### src/rtl/multicycle_ctrl.sv
// Multicycle sequencer for the MIPS-subset datapath: steps each instruction through
// FETCH/DECODE/EXEC/MEM/WB, handshakes with data memory, traps and counts retirements.
module multicycle_ctrl #(
    parameter int unsigned MAX_WAIT = 16
) (
    input  logic        Clk,
    input  logic        Rst,
    input  logic [5:0]  Op,
    input  logic [5:0]  Func,
    input  logic        Z,
    input  logic        MemReady,
    output logic        PCwr,
    output logic        IRwr,
    output logic        Regrt,
    output logic        Se,
    output logic        Aluqb,
    output logic [1:0]  Aluc,
    output logic [1:0]  PCsrc,
    output logic        Wreg,
    output logic        Reg2reg,
    output logic        MemReq,
    output logic        Wmem,
    output logic        Retire,
    output logic [31:0] InstCount,
    output logic        Trap,
    output logic [1:0]  Cause
);

    typedef enum logic [2:0] {
        S_FETCH  = 3'd0,
        S_DECODE = 3'd1,
        S_EXEC   = 3'd2,
        S_MEM    = 3'd3,
        S_WB     = 3'd4,
        S_TRAP   = 3'd5
    } state_t;

    localparam logic [7:0] LP_LAST_WAIT = 8'(MAX_WAIT - 1);

    state_t      r_state;
    logic [7:0]  r_wait;
    logic [31:0] r_count;
    logic        r_trap;
    logic [1:0]  r_cause;

    state_t      w_next;
    logic [1:0]  w_cause_nxt;
    logic        w_pcwr, w_irwr, w_wreg, w_memreq, w_wmem, w_retire;
    logic [1:0]  w_alu_c;
    logic        w_alu_qb, w_ext_se;

    logic w_rtype, w_rlegal, w_addi, w_andi, w_ori, w_lw, w_sw, w_beq, w_bne, w_j;
    logic w_imm_alu, w_mem, w_branch, w_legal;

    assign w_rtype   = (Op == 6'b000000);
    assign w_rlegal  = (Func == 6'b100000) || (Func == 6'b100010) ||
                       (Func == 6'b100100) || (Func == 6'b100101);
    assign w_addi    = (Op == 6'b001000);
    assign w_andi    = (Op == 6'b001100);
    assign w_ori     = (Op == 6'b001101);
    assign w_lw      = (Op == 6'b100011);
    assign w_sw      = (Op == 6'b101011);
    assign w_beq     = (Op == 6'b000100);
    assign w_bne     = (Op == 6'b000101);
    assign w_j       = (Op == 6'b000010);
    assign w_imm_alu = w_addi || w_andi || w_ori;
    assign w_mem     = w_lw || w_sw;
    assign w_branch  = w_beq || w_bne;
    assign w_legal   = (w_rtype && w_rlegal) || w_imm_alu || w_mem || w_branch || w_j;

    // ALU/extender selects implied by the instruction; MEM reuses the lw/sw address setting
    always_comb begin
        w_alu_c  = 2'b00;
        w_alu_qb = w_imm_alu || w_mem;
        w_ext_se = w_addi || w_mem || w_branch;
        if (w_rtype) begin
            case (Func)
                6'b100010: w_alu_c = 2'b01;
                6'b100100: w_alu_c = 2'b10;
                6'b100101: w_alu_c = 2'b11;
                default:   w_alu_c = 2'b00;
            endcase
        end else if (w_andi) begin
            w_alu_c = 2'b10;
        end else if (w_ori) begin
            w_alu_c = 2'b11;
        end else if (w_branch) begin
            w_alu_c = 2'b01;
        end
    end

    always_comb begin
        w_next      = r_state;
        w_cause_nxt = 2'b00;
        w_pcwr      = 1'b0;
        w_irwr      = 1'b0;
        w_wreg      = 1'b0;
        w_memreq    = 1'b0;
        w_wmem      = 1'b0;
        w_retire    = 1'b0;
        PCsrc       = 2'b00;
        Aluc        = 2'b00;
        Aluqb       = 1'b0;
        Se          = 1'b0;
        Regrt       = 1'b0;
        Reg2reg     = 1'b0;
        unique case (r_state)
            S_FETCH: begin
                w_irwr = 1'b1;
                w_pcwr = 1'b1;
                w_next = S_DECODE;
            end
            S_DECODE: begin
                if (!w_legal) begin
                    w_next      = S_TRAP;
                    w_cause_nxt = 2'b01;
                end else if (w_j) begin
                    w_pcwr   = 1'b1;
                    PCsrc    = 2'b10;
                    w_retire = 1'b1;
                    w_next   = S_FETCH;
                end else begin
                    w_next = S_EXEC;
                end
            end
            S_EXEC: begin
                Aluc  = w_alu_c;
                Aluqb = w_alu_qb;
                Se    = w_ext_se;
                if (w_branch) begin
                    w_pcwr   = w_beq ? Z : !Z;
                    PCsrc    = 2'b01;
                    w_retire = 1'b1;
                    w_next   = S_FETCH;
                end else if (w_mem) begin
                    w_next = S_MEM;
                end else begin
                    w_next = S_WB;
                end
            end
            S_MEM: begin
                Aluqb    = 1'b1;
                Se       = 1'b1;
                w_memreq = 1'b1;
                w_wmem   = w_sw;
                // Ready on the last allowed cycle still wins over the timeout
                if (MemReady) begin
                    w_retire = w_sw;
                    w_next   = w_sw ? S_FETCH : S_WB;
                end else if (r_wait == LP_LAST_WAIT) begin
                    w_next      = S_TRAP;
                    w_cause_nxt = 2'b10;
                end
            end
            S_WB: begin
                Aluc     = w_alu_c;
                Aluqb    = w_alu_qb;
                Se       = w_ext_se;
                Regrt    = !w_rtype;
                Reg2reg  = w_lw;
                w_wreg   = 1'b1;
                w_retire = 1'b1;
                w_next   = S_FETCH;
            end
            S_TRAP:  w_next = S_TRAP;
            default: w_next = S_FETCH;
        endcase
    end

    assign PCwr      = w_pcwr   && !Rst;
    assign IRwr      = w_irwr   && !Rst;
    assign Wreg      = w_wreg   && !Rst;
    assign MemReq    = w_memreq && !Rst;
    assign Wmem      = w_wmem   && !Rst;
    assign Retire    = w_retire && !Rst;
    assign InstCount = r_count;
    assign Trap      = r_trap;
    assign Cause     = r_cause;

    always_ff @(posedge Clk) begin
        if (Rst) begin
            r_state <= S_FETCH;
            r_wait  <= 8'd0;
            r_count <= 32'd0;
            r_trap  <= 1'b0;
            r_cause <= 2'b00;
        end else begin
            r_state <= w_next;
            r_wait  <= (r_state == S_MEM && !MemReady) ? r_wait + 8'd1 : 8'd0;
            if (w_retire) begin
                r_count <= r_count + 32'd1;
            end
            if (r_state != S_TRAP && w_next == S_TRAP) begin
                r_trap  <= 1'b1;
                r_cause <= w_cause_nxt;
            end
        end
    end

endmodule

### config.mk
export PLATFORM = sky130hd
export DESIGN_NAME = multicycle_ctrl
export DESIGN_NICKNAME = d
export VERILOG_FILES = /design/src/rtl/multicycle_ctrl.sv
export SDC_FILE = /design/constraint.sdc
export NUM_CORES = 1
export LEC_CHECK = 0
export CAP_MARGIN = 40
export CORE_MARGIN = 1
export CORE_UTILIZATION = 30
export CTS_BUF_LIST = sky130_fd_sc_hd__clkbuf_8
export CTS_CLUSTER_SIZE = 30
export DETAILED_ROUTE_END_ITERATION = 8
export HOLD_SLACK_MARGIN = 0.12
export PLACE_DENSITY_LB_ADDON = 0.1
export SYNTH_ARGS = -nofsm -noshare
export SYNTH_HDL_FRONTEND = slang
export SYNTH_SLANG_ARGS = --single-unit
export TNS_END_PERCENT = 10
### constraint.sdc
create_clock -name Clk -period 2.1 [get_ports Clk]
set_clock_uncertainty 0.15 [all_clocks]
set_input_delay 0.42 -clock Clk [delete_from_list [all_inputs] [get_ports Clk]]
set_output_delay 0.42 -clock Clk [all_outputs]
set_load 0.02 [all_outputs]
# Word-level counts from Yosys, hierarchy flattened
# Cells that the tools add are included.
totals:
  reg_bits: 46
  output_inout_bits: 49
  elab_cells: 96
op_classes:
  n_eq_ne: 20
  mux: 37
  bitwise_logic: 1
  n_reduce_logical: 31
  addsub: 2
op_table:
  columns: ["op", "count"]
  rows:
  - ["$eq A6 B6 Y1 const B", 6]
  - ["$add A32 B1 Y32 const B", 1]
  - ["$eq A6 B4 Y1 const B", 3]
  - ["$mux W2", 9]
  - ["$mux W3", 6]
  - ["$pmux W3 S5", 1]
  - ["$logic_or A1 B1 Y1", 14]
  - ["$mux W1", 14]
  - ["$eq A6 B3 Y1 const B", 2]
  - ["$eq A3 B3 Y1 const B", 3]
  - ["$logic_and A1 B1 Y1", 9]
  - ["$add A8 B1 Y8 const B", 1]
  - ["$eq A8 B4 Y1 const B", 1]
  - ["$pmux W2 S2", 2]
  - ["$eq A3 B2 Y1 const B", 2]
  - ["$eq A6 B2 Y1 const B", 1]
  - ["$logic_not A6 Y1", 1]
  - ["$pmux W2 S3", 1]
  - ["$logic_not A1 Y1", 4]
  - ["$pmux W1 S2", 2]
  - ["$pmux W1 S4", 1]
  - ["$reduce_or A2 Y1", 2]
  - ["$eq A3 B1 Y1 const B", 1]
  - ["$logic_not A3 Y1", 1]
  - ["3 further kinds", 3]

# Depth between registers and ports, before layout
# Gate-level depths: netlist of the first run.
logic_depth:
  ltp_word: 13
  depth_mapped: 8
  mapped_depth_nobuf: 6

# Worst setup path after synthesis of the first run
# Ideal clock, no wire load.
synth_path:
  path_type: "in2out"
  startpoint: "input port Op[5]"
  endpoint: "output port PCwr"
  slack_ns: -0.420
  cell_stages: 5
  arrival_ns: 1.950
  cell_sequence: "nor3_2 and2_1 nor3b_1 a21oi_1 nor2_1"
synth_via:
  elab_chain_len: 10
  elab_cells_between_ends: 24
  classes_between: "eq/ne: 8; mux: 5; reduce/logical: 11"
synth_rtl:
  columns: ["item", "line", "source"]
  rows:
  - ["from (decl)", "8", "input logic [5:0] Op,"]
  - ["$eq A6 B4 Y1, on equally long branches", "58, 59", null]
  - ["$logic_or A1 B1 Y1 (2 in a row)", "66", "assign w_imm_alu = w_addi || w_andi || w_ori;"]
  - ["$logic_or A1 B1 Y1 (4 in a row)", "69", "assign w_legal = (w_rtype && w_rlegal) || w_imm_alu || w_mem || w_branch || w_j;"]
  - ["$mux W1", "114", "if (!w_legal) begin"]
  - ["$pmux W1 S3 *", "107", "unique case (r_state)"]
  - ["$logic_and A1 B1 Y1 *", "170", "assign PCwr = w_pcwr && !Rst;"]
  - ["to (decl)", "12", "output logic PCwr,"]
# Every way passes the cells marked *; elsewhere a longest branch is shown, timed or not.

# Worst setup path after layout of the first run
# Same ends and word-level chain as after synthesis.

==> results_dict.tcl, run 1 <==
set metrics [dict create \
    core_mm2 0.00977 \
    finalSetupViolCount 6 \
    synth_edf_count 0 \
    fmax_mhz 470 \
    clk-insertion-delay-late_ps 300 \
    syn_avg_cell_area_um2 8.31 \
    gp_congestion 0.858 \
    yosysWarningCount 0 \
    cts_max_level 2 \
    start_util_pct 31.0 \
    die_height_um 102 \
    antenna_found_initial 0 \
    ant_nets 0 \
    hp-class "flip-flop to flip-flop" \
    cts.root.buffer_cell "clkbuf_8" \
    cp-start-kind "primary input" \
    synth-seq-area-share_pct 30.4 \
    async_flop_share_pct 0 \
    io_pins 65 \
    top_layer_used "met4" \
    hold_viol_final 0 \
    grt.total_usage_pct 17.5 \
    routedWlPerCell_um 14.1 \
    power_mw 2.37 \
    ys.flop_type "dfxtp_1" \
    stdcell_count 627 \
    cts_buffer_depth 2 \
    via_count 3140 \
    dp.cells 612 \
    rows 36 \
    status "complete, but fails checks" \
    grt_max_degree 39 \
    clkSlewWorstSetupHoldPaths_ps 80 \
    fin_nets 511 \
    power_density_mw_per_mm2 506 \
    cts_num_sinks 46 \
    areaGrowthSynthToFinish_pct 54.6 \
    final_max_slew_viol_count 0 \
    yosysUniqueCellTypes 59 \
    endpoint_kind "output pin" \
    violations "negative setup slack" \
    wl_met3_um 401 \
    wl_met2_um 4260 \
    antenna_cells 0 \
    fillers 978 \
    rsz0062_at_grt "yes" \
    drtIter0Drc 71 \
    period_needed_ps 2130 \
    grt.overflow.total 0 \
    grt_pass1_wl_um 14500 \
    synth_common_cells "nor2_1 (56), dfxtp_1 (46), nor2b_1 (35), a21oi_1 (26), nand3_1 (18)" \
    grt_pass1_vias 2914 \
    wl_met1_um 4070 \
    ir_drop_mv 0.248 \
    worstPathArrival_ps 1560 \
    yosys.area.top_type "dfxtp_1" \
    synthTopCellsByArea "dfxtp_1 (30%), nor2b_1 (7.2%), nor2_1 (6.9%), mux2_2 (5.6%), mux2_1 (5.2%)" \
    fin_crit_sh_pct 101 \
    drive_above_1_share_pct 36.0 \
    synth_most_common_cell "nor2_1" \
    via_per_inst 5.01 \
    maxCapViolCount 0 \
    yosysTopAreaCellShare_pct 30.4 \
    cp.required_ps 1530 \
    critPathMaxFanout 5 \
    die_w_um 102 \
    cts_buffers 5 \
    post-route-worst-setup-slack_ps -29.6 \
    syn_inst 364 \
    ys_seq_elements 46 \
    tightest_slew_ps 397 \
    relSlewSlack_pct 73.5 \
    drt_first_pass_iters 4 \
    dp_hpwl_um 6450 \
    cts_tree "done" \
    drc 0 \
    leakage_nw 1.87 \
    dieArea_mm2 0.0105 \
    synth_area_mm2 0.00303 \
    wl_um 8850 \
    critPathKind "primary input to output pin" \
    synth_nets 382 \
    io_buffer_count 64 \
]
## placed cells by master (no fill, tap or decap), drive strengths merged, types with 2 or more instances in the layout
master / count
a2111oi: 6
a211oi: 9
a21oi: 26
a221oi: 2
a31oi: 2
and2: 3
and3: 9
buf: 100
clkbuf: 6
clkdlybuf4s50: 37
dfxtp: 46
dlygate4sd2: 5
ha: 2
inv: 7
mux2: 30
nand2: 15
nand2b: 6
nand3: 19
nand4: 15
nand4b: 3
nor2: 56
nor2b: 35
nor3: 9
nor3b: 4
nor4: 3
nor4b: 2
o21ai: 6
o2bb2ai: 2
xnor2: 4
xor2: 3
## flip-flops by register name (all words and copies together) (netlist names)
name       flops
Cause          2
Trap           1
r_wait         8
InstCount     32
r_state        3
## final cells by class
| cell class | instances | area (µm²) | area share (%) |
|---|---|---|---|
| repair buffers | 145 | 1260 | 27.0 |
| clock buffers | 5 | 68.8 | 1.47 |
| flip-flops and latches | 46 | 927 | 19.8 |
| well taps | 133 | 166 | 3.56 |
| clock inverters | 3 | 41.3 | 0.883 |
| multi-input cells | 289 | 2190 | 46.8 |
| inverters | 6 | 22.5 | 0.482 |
## kinds of logic after synthesis
| group | after synthesis | share of synthesized area [%] |
|---|---|---|
| simple gates | 183 | 33.4 |
| buf+inv | 29 | 4.55 |
| xor+xnor | 7 | 2.03 |
| flops | 46 | 30.4 |
| compound gates | 66 | 17.1 |
| fa+ha+maj | 2 | 0.827 |
| mux | 31 | 11.6 |
## final timing paths
| path | startpoint | to | slack, ps | depth (start not counted) |
|---|---|---|---|---|
| setup / recovery | Op[5] | PCwr | -30 | 8 |
| hold / removal | r_wait[0]$_SDFF_PP0_ | r_wait[0]$_SDFF_PP0_ | 300 | 1 |
| setup reg to reg | r_state[1]$_SDFF_PP0_ | InstCount[21]$_SDFFE_PP0P_ | -20 | 7 |
| hold reg to reg | r_wait[0]$_SDFF_PP0_ | r_wait[0]$_SDFF_PP0_ | 300 | 1 |
## worst max-delay path, stage by stage
cell and delay [ps]:
buf_6 90, buf_6 110, nor3_4 260, and2_4 190, nor3b_4 190, a21oi_2 80
nor2_2 90, buf_6 120
## per-layer routing
layer,track usage [%],vias up
li1,-,1576
met1,23.3,1490
met2,29.2,66
met3,2.80,8
met4,4.40,0
met5,0,-
## what timing repair did
| action | 4_1_cts | 5_1_grt |
|---|---|---|
| setup endpoints to repair | 52 | 36 |
| cloned | 0 | 0 |
| pin swaps | 16 | 16 |
| hold buffers | 0 | 0 |
| buffers inserted | 7 | 0 |
| hold endpoints to repair | 0 | 0 |
| gates resized for setup | 133 | 25 |
## metrics by stage
step	hold WS, ps	cell area, µm²	utilization (%)	setup WS, ps	setup TNS, ps
final	299	4680	47.8	-29.6	-101
after global routing	334	4680	47.8	-145	-928
after CTS	303	4600	47.1	-68.6	-201
after detailed placement	290	4330	44.3	-897	-33090
after global placement	281	4330	44.3	-890	-33050
after floorplan	263	3090	-	-67.7	-821
## where the power goes
part / total [mW] / switching, mW / internal, mW
Combinational: 0.755 / 0.393 / 0.363
Sequential: 0.945 / 0.0336 / 0.911
Clock: 0.666 / 0.315 / 0.351
Total: 2.37 / 0.741 / 1.62
(Power assumes the default switching activity.)
==> inputs of run 2 (changes only) <==
--- a/config.mk
+++ b/config.mk
@@ -5,14 +5,17 @@
 export SDC_FILE = /design/constraint.sdc
 export NUM_CORES = 1
 export LEC_CHECK = 0
+export ABC_AREA = 1
 export CAP_MARGIN = 40
 export CORE_MARGIN = 1
 export CORE_UTILIZATION = 30
 export CTS_BUF_LIST = sky130_fd_sc_hd__clkbuf_8
 export CTS_CLUSTER_SIZE = 30
 export DETAILED_ROUTE_END_ITERATION = 8
+export GPL_TIMING_DRIVEN = 0
 export HOLD_SLACK_MARGIN = 0.12
 export PLACE_DENSITY_LB_ADDON = 0.1
+export SETUP_SLACK_MARGIN = 0.3
 export SYNTH_ARGS = -nofsm -noshare
 export SYNTH_HDL_FRONTEND = slang
 export SYNTH_SLANG_ARGS = --single-unit
==> results_dict.tcl, run 2 <==
set metrics [dict create \
    status "complete, but fails checks" \
    violations "negative setup slack" \
    worstPathArrival_ps 1610 \
    worst-r2r-setup-slack_ps 170 \
    drtIter0Drc 108 \
    wl_met2_um 4720 \
    antenna_found_initial 0 \
    period_needed_ps 2180 \
    wl_met3_um 253 \
    synth_nets 494 \
    cp.required_ps 1530 \
    ys.flop_type "dfxtp_1" \
    io_pins 65 \
    hp-class "flip-flop to flip-flop" \
    cts_hold_buf 0 \
    hold_viol_final 0 \
    start_util_pct 30.9 \
    fin_crit_sh_pct 104 \
    regArea_um2 957 \
    power_frac_comb_pct 22.5 \
    ys_seq_elements 46 \
    grt_pass1_wl_um 14900 \
    endpoint_kind "output pin" \
    core_mm2 0.00973 \
    rows 36 \
    clk-insertion-delay-late_ps 300 \
    tightest_slew_ps 615 \
    mostFrequentLayoutCells "nand2_1 (132), nor2_1 (48), inv_1 (40), dlygate4sd2_1 (40), a21oi_1 (31)" \
    p_clk_share_pct 32.0 \
    p_sw_mw 0.617 \
    rsz0062_at_grt "yes" \
    critPathMaxFanout 4 \
    synth-seq-area-share_pct 30.6 \
    cts_buffer_depth 2 \
    grt_max_degree 15 \
    wl_um 9220 \
    die_height_um 102 \
    yosysWarningCount 0 \
    post-route-worst-setup-slack_ps -78.8 \
    drt_first_pass_iters 4 \
    synthTopCellsByArea "dfxtp_1 (31%), nand2_1 (18%), nor2_1 (8.1%), a21oi_1 (7.3%), inv_1 (5.9%)" \
    grt.total_usage_pct 18.5 \
    synth_edf_count 0 \
    cts_max_level 2 \
    post-place-ws_ps -1160 \
    maxCapViolCount 0 \
    die_w_um 102 \
    areaGrowthSynthToFinish_pct 48.8 \
    wl_met1_um 4170 \
    syn_inst 476 \
    io_buffer_count 64 \
    timing.hold.ws_ps 268 \
    power_mw 2.05 \
    fin_nets 589 \
    yosysTopAreaCellShare_pct 30.6 \
    cts_tree "done" \
    via_count 3279 \
    synth_common_cells "nand2_1 (144), nor2_1 (65), inv_1 (47), dfxtp_1 (46), a21oi_1 (44)" \
    relSlewSlack_pct 59.0 \
    yosysUniqueCellTypes 33 \
    multi_input_area_mm2 0.00214 \
    async_flop_share_pct 0 \
    cp-start-kind "flip-flop" \
    top_layer_used "met4" \
    gp_congestion 0.865 \
    final_common_cell "nand2_1" \
    drc 0 \
    routedWlPerCell_um 13.1 \
    p_int_mw 1.44 \
    synth_area_mm2 0.00301 \
    synth_most_common_cell "nand2_1" \
    fin_setup_tns_ps -87.7 \
    fillers 1061 \
    cts_buffers 5 \
    grt.overflow.total 0 \
    power_density_mw_per_mm2 459 \
    critPathKind "flip-flop to output pin" \
    leakage_nw 1.84 \
    ir_drop_mv 0.367 \
    drive_above_1_share_pct 31.3 \
    fmax_mhz 459 \
    cts.root.buffer_cell "clkbuf_8" \
    yosys.area.top_type "dfxtp_1" \
    swShare_pct 30.0 \
    grt_pass1_vias 3100 \
    syn_avg_cell_area_um2 6.32 \
    dp_hpwl_um 6930 \
    p_seq_share_pct 45.5 \
    antenna_cells 0 \
    final_max_slew_viol_count 0 \
    via_per_inst 4.65 \
    clkSlewWorstSetupHoldPaths_ps 90 \
    finalSetupViolCount 2 \
    cts_num_sinks 46 \
    ant_nets 0 \
    dieArea_mm2 0.0104 \
    largest_reg_flops 32 \
]
==> run 2: changes by cell type after synthesis, sizes merged, moves of 6 or more <==
| cell | previous run | this run |
|---|---|---|
| mux2 | 30 | 0 |
| nor3 | 9 | 28 |
| nor2 | 56 | 70 |
| xor2 | 3 | 15 |
| nor2b | 35 | 0 |
| a211oi | 9 | 0 |
| inv | 6 | 56 |
| a2111oi | 6 | 0 |
| nand2 | 15 | 146 |
| a21oi | 26 | 44 |
| and3 | 9 | 2 |
| nand2b | 6 | 0 |
| clkbuf | 14 | 3 |
==> run 2: final cells by class <==
class | count | area share, %
plain buffers | 10 | 2.49
clock buffers | 5 | 1.54
clock inverters | 3 | 0.923
inverters | 56 | 5.00
multi-input cells | 364 | 47.8
flip-flops and latches | 46 | 21.4
well taps | 133 | 3.72
repair buffers | 88 | 17.2
==> run 2: logic make-up (layout without fill, tap and decap cells) <==
| logic type | after synthesis | in the layout | share of synthesized area, % |
|---|---|---|---|
| xor+xnor | 21 | 21 | 6.11 |
| flops | 46 | 46 | 30.6 |
| buf+inv | 66 | 162 | 9.32 |
| simple gates | 282 | 282 | 42.6 |
| fa+ha+maj | 2 | 2 | 0.832 |
| compound gates | 59 | 59 | 10.5 |
==> run 2: what timing repair did <==
| action | CTS | global route |
|---|---|---|
| setup buffers | 19 | 5 |
| endpoints found under the setup margin | 86 | 40 |
| resized for setup | 213 | 63 |
| pin swaps | 29 | 33 |
==> run 2: final timing paths <==
kind | startpoint | endpoint | depth (start not counted)
max | r_state[0]$_SDFF_PP0_ | Retire | 8
max reg2reg | InstCount[0]$_SDFFE_PP0P_ | InstCount[16]$_SDFFE_PP0P_ | 8
min reg2reg | r_wait[0]$_SDFF_PP0_ | r_wait[0]$_SDFF_PP0_ | 1
min | r_wait[0]$_SDFF_PP0_ | r_wait[0]$_SDFF_PP0_ | 1
==> run 2: power groups by stage <==
stage                     clock network, mW  logic (mW)  registers [mW]
after CTS                             0.691       0.430           0.932
after floorplan                           0       0.212           0.959
after detailed placement                  0       0.379           0.944
after global placement                    0       0.377           0.943
after global routing                  0.725       0.499           0.940
final                                 0.658       0.461           0.935
==> run 2: metal layers <==
layer / GRT usage, % / vias to the layer above
met2: 33.1 / 36
met5: 0 / -
li1: - / 1713
met3: 2.94 / 6
met1: 23.4 / 1524
met4: 3.63 / 0
==> run 2: stage by stage <==
step                area, µm²  cells  util, %
finish                   4480    705     46.0
global route             4480    705     46.0
CTS                      4240    700     43.5
detailed placement       3840    673     39.5
global placement         3840    673     39.5
floorplan                3040    476        -
==> run 2: worst max-delay path: stages, from the launching register on <==
cell     delay (ps)
dfxtp_4         410
inv_4            60
nor3_4          250
nand4_4         130
nand2_2         110
nor2_4           50
buf_8           120
nor2_4           70
buf_6           110
